[config.mk]
export PLATFORM = sky130hd
export DESIGN_NAME = hazard_control_unit
export DESIGN_NICKNAME = d
export VERILOG_FILES = /design/src/rtl/hazard_control_unit.sv
export SDC_FILE = /design/constraint.sdc
export NUM_CORES = 1
export LEC_CHECK = 0
export CAP_MARGIN = 20
export CELL_PAD_IN_SITES_DETAIL_PLACEMENT = 1
export CELL_PAD_IN_SITES_GLOBAL_PLACEMENT = 2
export CORE_AREA = 2 2 120 122
export CTS_CLUSTER_DIAMETER = 30
export DETAILED_ROUTE_END_ITERATION = 8
export DIE_AREA = 0 0 122 124
export PLACE_DENSITY = 0.95
export SETUP_SLACK_MARGIN = 0.15
export SLEW_MARGIN = 20
export SYNTH_ARGS = -nofsm -noshare
export SYNTH_HDL_FRONTEND = slang
export SYNTH_SLANG_ARGS = --single-unit
[constraint.sdc]
create_clock -name clk -period 5.8 [get_ports clk]
set_clock_uncertainty 0.15 [all_clocks]
set_input_delay 1.74 -clock clk [delete_from_list [all_inputs] [get_ports clk]]
set_output_delay 1.74 -clock clk [all_outputs]
set_load 0.05 [all_outputs]
[src/rtl/hazard_control_unit.sv]
// Pipeline hazard controller: operand forwarding, load-use/branch stall and flush,
// multi-cycle data-memory wait sequencing with timeout, and saturating perf counters.
module hazard_control_unit #(
    parameter int MEM_TIMEOUT = 16,
    parameter int CNT_W       = 32
) (
    input  logic             clk,
    input  logic             rst,
    input  logic [4:0]       Rs1D,
    input  logic [4:0]       Rs2D,
    input  logic [4:0]       Rs1E,
    input  logic [4:0]       Rs2E,
    input  logic [4:0]       RdE,
    input  logic [1:0]       ResultSrcE,
    input  logic             PCSrcE,
    input  logic [4:0]       RdM,
    input  logic             RegWriteM,
    input  logic             MemReqM,
    input  logic             MemAckM,
    input  logic [4:0]       RdW,
    input  logic             RegWriteW,
    output logic [1:0]       ForwardAE,
    output logic [1:0]       ForwardBE,
    output logic             StallF,
    output logic             StallD,
    output logic             StallE,
    output logic             StallM,
    output logic             FlushD,
    output logic             FlushE,
    output logic             FlushW,
    output logic             MemTimeout,
    output logic             MemErr,
    output logic [CNT_W-1:0] StallCycles,
    output logic [CNT_W-1:0] FlushEvents,
    output logic             mem_wait_dbg
);

    localparam int WCW = $clog2(MEM_TIMEOUT + 1);
    localparam logic [WCW-1:0] TIMEOUT_V = WCW'(MEM_TIMEOUT);

    typedef enum logic {IDLE = 1'b0, WAIT = 1'b1} mem_state_e;

    mem_state_e       state_q, state_d;
    logic [WCW-1:0]   wait_cnt_q, wait_cnt_d;
    logic             mem_err_q, mem_err_d;
    logic [CNT_W-1:0] stall_cnt_q, stall_cnt_d;
    logic [CNT_W-1:0] flush_cnt_q, flush_cnt_d;
    logic             mem_stall, mem_timeout, lw_stall;

    always_ff @(posedge clk) begin
        if (rst) begin
            state_q     <= IDLE;
            wait_cnt_q  <= '0;
            mem_err_q   <= 1'b0;
            stall_cnt_q <= '0;
            flush_cnt_q <= '0;
        end else begin
            state_q     <= state_d;
            wait_cnt_q  <= wait_cnt_d;
            mem_err_q   <= mem_err_d;
            stall_cnt_q <= stall_cnt_d;
            flush_cnt_q <= flush_cnt_d;
        end
    end

    // Handshake: MemReqM is held by the Memory stage until the cycle MemAckM is high;
    // that ack cycle completes the access and is never itself a stall cycle.
    always_comb begin
        state_d     = state_q;
        wait_cnt_d  = wait_cnt_q;
        mem_err_d   = mem_err_q;
        mem_stall   = 1'b0;
        mem_timeout = 1'b0;
        case (state_q)
            IDLE: begin
                if (MemReqM && !MemAckM) begin
                    mem_stall  = 1'b1;
                    wait_cnt_d = WCW'(1);
                    state_d    = WAIT;
                end
            end
            WAIT: begin
                if (MemAckM) begin
                    state_d = IDLE;
                end else if (wait_cnt_q < TIMEOUT_V) begin
                    mem_stall  = 1'b1;
                    wait_cnt_d = wait_cnt_q + WCW'(1);
                end else begin
                    mem_timeout = 1'b1;
                    mem_err_d   = 1'b1;
                    state_d     = IDLE;
                end
            end
            default: state_d = IDLE;
        endcase
    end

    always_comb begin
        ForwardAE  = 2'b00;
        ForwardBE  = 2'b00;
        StallF     = 1'b0;
        StallD     = 1'b0;
        StallE     = 1'b0;
        StallM     = 1'b0;
        FlushD     = 1'b0;
        FlushE     = 1'b0;
        FlushW     = 1'b0;
        MemTimeout = 1'b0;
        lw_stall   = (ResultSrcE == 2'b01) && (RdE != 5'd0) && ((RdE == Rs1D) || (RdE == Rs2D));
        if (!rst) begin
            if (RegWriteM && RdM != 5'd0 && RdM == Rs1E)      ForwardAE = 2'b10;
            else if (RegWriteW && RdW != 5'd0 && RdW == Rs1E) ForwardAE = 2'b01;
            if (RegWriteM && RdM != 5'd0 && RdM == Rs2E)      ForwardBE = 2'b10;
            else if (RegWriteW && RdW != 5'd0 && RdW == Rs2E) ForwardBE = 2'b01;
            MemTimeout = mem_timeout;
            // A frozen Execute stage makes load-use and redirect decisions moot until it moves.
            if (mem_stall) begin
                StallF = 1'b1;
                StallD = 1'b1;
                StallE = 1'b1;
                StallM = 1'b1;
                FlushW = 1'b1;
            end else begin
                StallF = lw_stall;
                StallD = lw_stall;
                FlushD = PCSrcE;
                FlushE = lw_stall | PCSrcE;
            end
        end
    end

    always_comb begin
        stall_cnt_d = stall_cnt_q;
        flush_cnt_d = flush_cnt_q;
        if (StallF && stall_cnt_q != '1)
            stall_cnt_d = stall_cnt_q + CNT_W'(1);
        if (PCSrcE && !mem_stall && flush_cnt_q != '1)
            flush_cnt_d = flush_cnt_q + CNT_W'(1);
    end

    assign MemErr       = mem_err_q;
    assign StallCycles  = stall_cnt_q;
    assign FlushEvents  = flush_cnt_q;
    assign mem_wait_dbg = (state_q == WAIT);

endmodule

* After elaboration in Yosys (flattened, before gate mapping) *
Cells that the tools add are included.

word-level totals
  register bits = 71
  bits of input ports = 44
  output and inout bits = 78
  word-level logic and storage cells = 71

operators by class
  add/subtract/negate cells = 3
  $lt $le $gt $ge = 1
  eq/ne operators = 12
  multiplexer cells = 26
  bitwise operators = 4
  reductions and logical operators = 20

operators with widths
  cell                                                              count
  32-bit by 1-bit adder with 32-bit output (second input constant)  2
  32-bit != test (second input constant)                            2
  5-bit == test                                                     6
  1-bit 2-to-1 mux                                                  17
  5-bit 2-to-1 mux                                                  3
  5-bit nonzero test                                                3
  1-bit logical AND                                                 12
  5-bit case mux with 2 select lines                                1
  2-bit 2-to-1 mux                                                  4
  3-bit AND reduction                                               2
  5-bit by 1-bit adder with 5-bit output (second input constant)    1
  5-bit < comparator (second input constant)                        1
  2-bit != test (second input constant)                             2
  1-bit NOT                                                         3
  2-bit by 1-bit == test with 1-bit output (second input constant)  1
  1-bit logical NOT                                                 2
  2-bit by 1-bit != test with 1-bit output (second input constant)  1
  1-bit case mux with 2 select lines                                1
  1-bit logical OR                                                  1
  1-bit OR                                                          1

* Longest topological paths before layout *
  word-level depth = 7
  depth in mapped cells = 10
  mapped depth without buffers = 7

* Worst setup path after synthesis *
Ideal clock, no wire load.

  path kind = input to output
  start = input RdM[1]
  end = output ForwardAE[0]
  data arrival time = 4.210 ns
  required time = 3.910 ns
  slack = -0.300 ns
  stages = 4
  path buffers = 0
  cells stage by stage = or4_1 > o21ai_0 > nor3_1 > nor4_1

between the ends
  longest elaborated chain between the ends = 5
  elaborated cells on any way between the ends = 6
  classes of those cells = eq/ne: 1; mux: 2; reduce/logical: 3

RTL lines
  what                   RTL line  RTL
  start, declared        16        input logic [4:0] RdM,
  5-bit nonzero test     111       if (RegWriteM && RdM != 5'd0 && RdM == Rs1E) ForwardAE = 2'b10;
  1-bit logical AND      111
  1-bit logical AND (*)  111
  2-bit 2-to-1 mux (*)   111
  2-bit 2-to-1 mux (*)   110       if (!rst) begin
  end, declared          22        output logic [1:0] ForwardAE,

Mark *: on every way between the ends. The rest lies on a longest branch, timed or not.

* Worst setup path after layout *
  start = input RdW[1]
  end = output ForwardAE[0]

between the ends
  longest elaborated chain between the ends = 6
  elaborated cells on any way between the ends = 7
  classes of those cells = eq/ne: 1; mux: 3; reduce/logical: 3

RTL lines
  what                   RTL line  RTL
  start, declared        20        input logic [4:0] RdW,
  5-bit nonzero test     112       else if (RegWriteW && RdW != 5'd0 && RdW == Rs1E) ForwardAE = 2'b01;
  1-bit logical AND      112
  1-bit logical AND (*)  112
  1-bit 2-to-1 mux (*)   112
  2-bit 2-to-1 mux (*)   111
  2-bit 2-to-1 mux (*)   110

Marks and branches as above.

==> reports/metrics.csv <==
metric;value;unit
syn nets;529;
Startpoint Class;input port;
r2r setup slk;2.88;ns
worst-path fanout max;3;
total power;1.15;mW
Core Region;0.0137;sq mm
area taken by multi-input logic gates;0.00239;sq mm
delay-heaviest family, CP;simple AND/OR/NAND/NOR gates;
mean post-synth cell area;8.20;sq um
PD cells;206;mW/mm^2
Post-DRT Antenna Nets;0;
CTS tree;done;
DRC violations left;0;
CTS Buf Count;9;
register area share after synthesis;0.360;
P_int;0.860;mW
Boundary Pins;122;
CTS max path bufs;2;
synthesized cell area;0.00395;sq mm
TritonCTS sink count;71;
Switching Fraction;0.253;
Root Driver;clkbuf_16;
Synth Register Bits;71;
worst slew pin tran;0.830;ns
Initial DRC Count;204;
Final Cycle Share;0.959;
Site Rows;43;
vias in the first global route;4100;
hold crit path type;reg -> reg;
worst skew pair latency;0.33;ns
first-pass GRT wire length;20.2;mm
PortBufs;121;
biggest area consumer among synthesized cells;dfxtp_1;
final instance area;0.00559;sq mm
Max Freq;180;MHz
final setup TNS;0;ns
setup ws final;0.239;ns
Post-DP Area;0.00531;sq mm
Nets;642;
fillcell total;1623;
Post-Layout Cell Count;780;
Cell Chain, Critical Path;clkdlybuf4s50_1, or4_1, o211ai_1, or4_1, nor4_2, buf_12;
Cells after DPL;764;
critical path start-end classification;in -> out;
Rel. slew slack;0.445;
Final Util;0.408;
largest net degree at the start of global routing;52;
post-synth cell types;51;
initial antenna violation count;0;
Synth Instances;482;
share of the synthesized area in the top cell type;0.360;
EDFF count, synth;0;
Reg clk slew, reported paths;0.06;ns
Area growth syn-to-layout;41.6;%
final setup vio count;0;
DP Worst Slack;-0.0137;ns
ant diodes;0;
WHS;0.316;ns
htree depth;3;
Post-CTS Setup Inserts;0;
ys flop type;dfxtp_1;
Leakage;1.79;nW
Final min period;5.56;ns
Die ar.;0.0151;sq mm
average routed wire per standard cell;15.7;um
routability congestion estimate;0.837;
final WL;12.3;mm
max-slew violations;0;
DP HPWL;9.24;mm
Synth area leaders;dfxtp_1 (36%), xnor2_1 (10%), nor2_1 (4.5%);
VDD IR max;0.122;mV
Crit. End Element;output pin;
layout cells sized above 1;0.0817;
Worst path most repeated cell;or4_1;
switching pwr;0.291;mW
MaxCap Viol Count;0;
commonest cells after routing, fill and taps aside;clkdlybuf4s50_1 (109), dfxtp_1 (71), xnor2_1 (47), nor2_1 (47);
slowest CP cell;or4_1;
final hold violation count;0;
Pre-Repair DR Iteration Count;4;
Synth Warn #;0;
Reg power frac;0.431;
register area;0.00142;sq mm
die width;122;um
WP buf/inv;2;
Post-synth ARST share;0;
Clk pwr share;0.451;
vias per inst;5.12;
gr ovfl total;0;
arrival time worst endpoint;3.67;ns
status;complete, no violations;
Starting Density;0.288;
crit-path max cell delay;0.57;ns
Comb power frac;0.118;
unrepaired setup endpoints after global routing;false;
Hold-fix buffers, CTS;0;
routed vias;3997;
commonest non-fill, non-tap cell in the layout;clkdlybuf4s50_1;
DIE HEIGHT;124;um
Total GRT Usage;0.165;
Data required, critical path;3.91;ns
==> Yosys cell counts (all sizes together) (2+ instances only) <==
| cell type | instances |
|---|---|
| dfxtp | 71 |
| nor2 | 47 |
| xnor2 | 47 |
| nand2 | 36 |
| a21oi | 35 |
| nand3 | 28 |
| o21ai | 27 |
| or3 | 22 |
| nor4 | 20 |
| nand4 | 16 |
| nor3 | 16 |
| buf | 13 |
| xor2 | 13 |
| and4 | 11 |
| clkbuf | 11 |
| or4 | 11 |
| and3 | 8 |
| inv | 8 |
| o31ai | 6 |
| and2 | 5 |
| nor2b | 4 |
| a21o | 3 |
| ha | 3 |
| mux2 | 3 |
| nor4b | 3 |
| nand2b | 2 |
| o211ai | 2 |
==> kinds of logic after synthesis <==
| group | Yosys count | share of synthesized area |
|---|---|---|
| AOI/OAI and AO/OA | 80 | 0.114 |
| xor gates and xnor gates | 60 | 0.133 |
| adders and majority gates | 3 | 0.00950 |
| and+or+nand+nor | 232 | 0.333 |
| DFF | 71 | 0.360 |
| buffers and inverters | 32 | 0.0402 |
| muxes | 4 | 0.0111 |
==> power by group through the flow <==
stage                     Combinational [mW]  Clock, mW  Sequential [mW]
after CTS                              0.136      0.536            0.496
final                                  0.135      0.519            0.496
after global placement                 0.132          0            0.507
after detailed placement               0.136          0            0.507
after floorplan                       0.0646          0            0.515
after global routing                   0.146      0.553            0.497
==> path summary, 6_finish.rpt <==
check                                 endpoint                        start  cells past startpoint
setup reg to reg  StallCycles[17]$_SDFFE_PP0P_  StallCycles[0]$_SDFFE_PP0P_                      7
setup / recovery                  ForwardAE[0]                       RdW[1]                      6
hold reg to reg            MemErr$_SDFFE_PP0P_          MemErr$_SDFFE_PP0P_                      1
hold / removal             MemErr$_SDFFE_PP0P_          MemErr$_SDFFE_PP0P_                      1
==> area by class of cell <==
type,count,share of cell area
clock buffers,12,0.0459
multi-input cells,379,0.427
well taps,180,0.0403
clock inverters,4,0.00358
repair buffers,126,0.224
flip-flops and latches,71,0.254
inverters,8,0.00537
==> registers in the layout (all words and copies together) (netlist names) <==
register and count:
FlushEvents 32, StallCycles 32, wait_cnt_q 5, MemErr 1, mem_wait_dbg 1
==> routing by layer <==
metal | wire, um | vias to the layer above | track usage
met3 | 366 | 17 | 0.0316
met1 | 5330 | 1944 | 0.193
met5 | 0 | - | 0
li1 | - | 1964 | -
met4 | 199 | 0 | 0.0524
met2 | 6390 | 72 | 0.303
==> repair_timing <==
action	in CTS	in global routing
pin swaps	2	0
endpoints found under the hold margin	0	0
cloned	0	0
resized for setup	1	1
endpoints found under the setup margin	2	1
No activity file was read; power rests on OpenSTA's default activity.
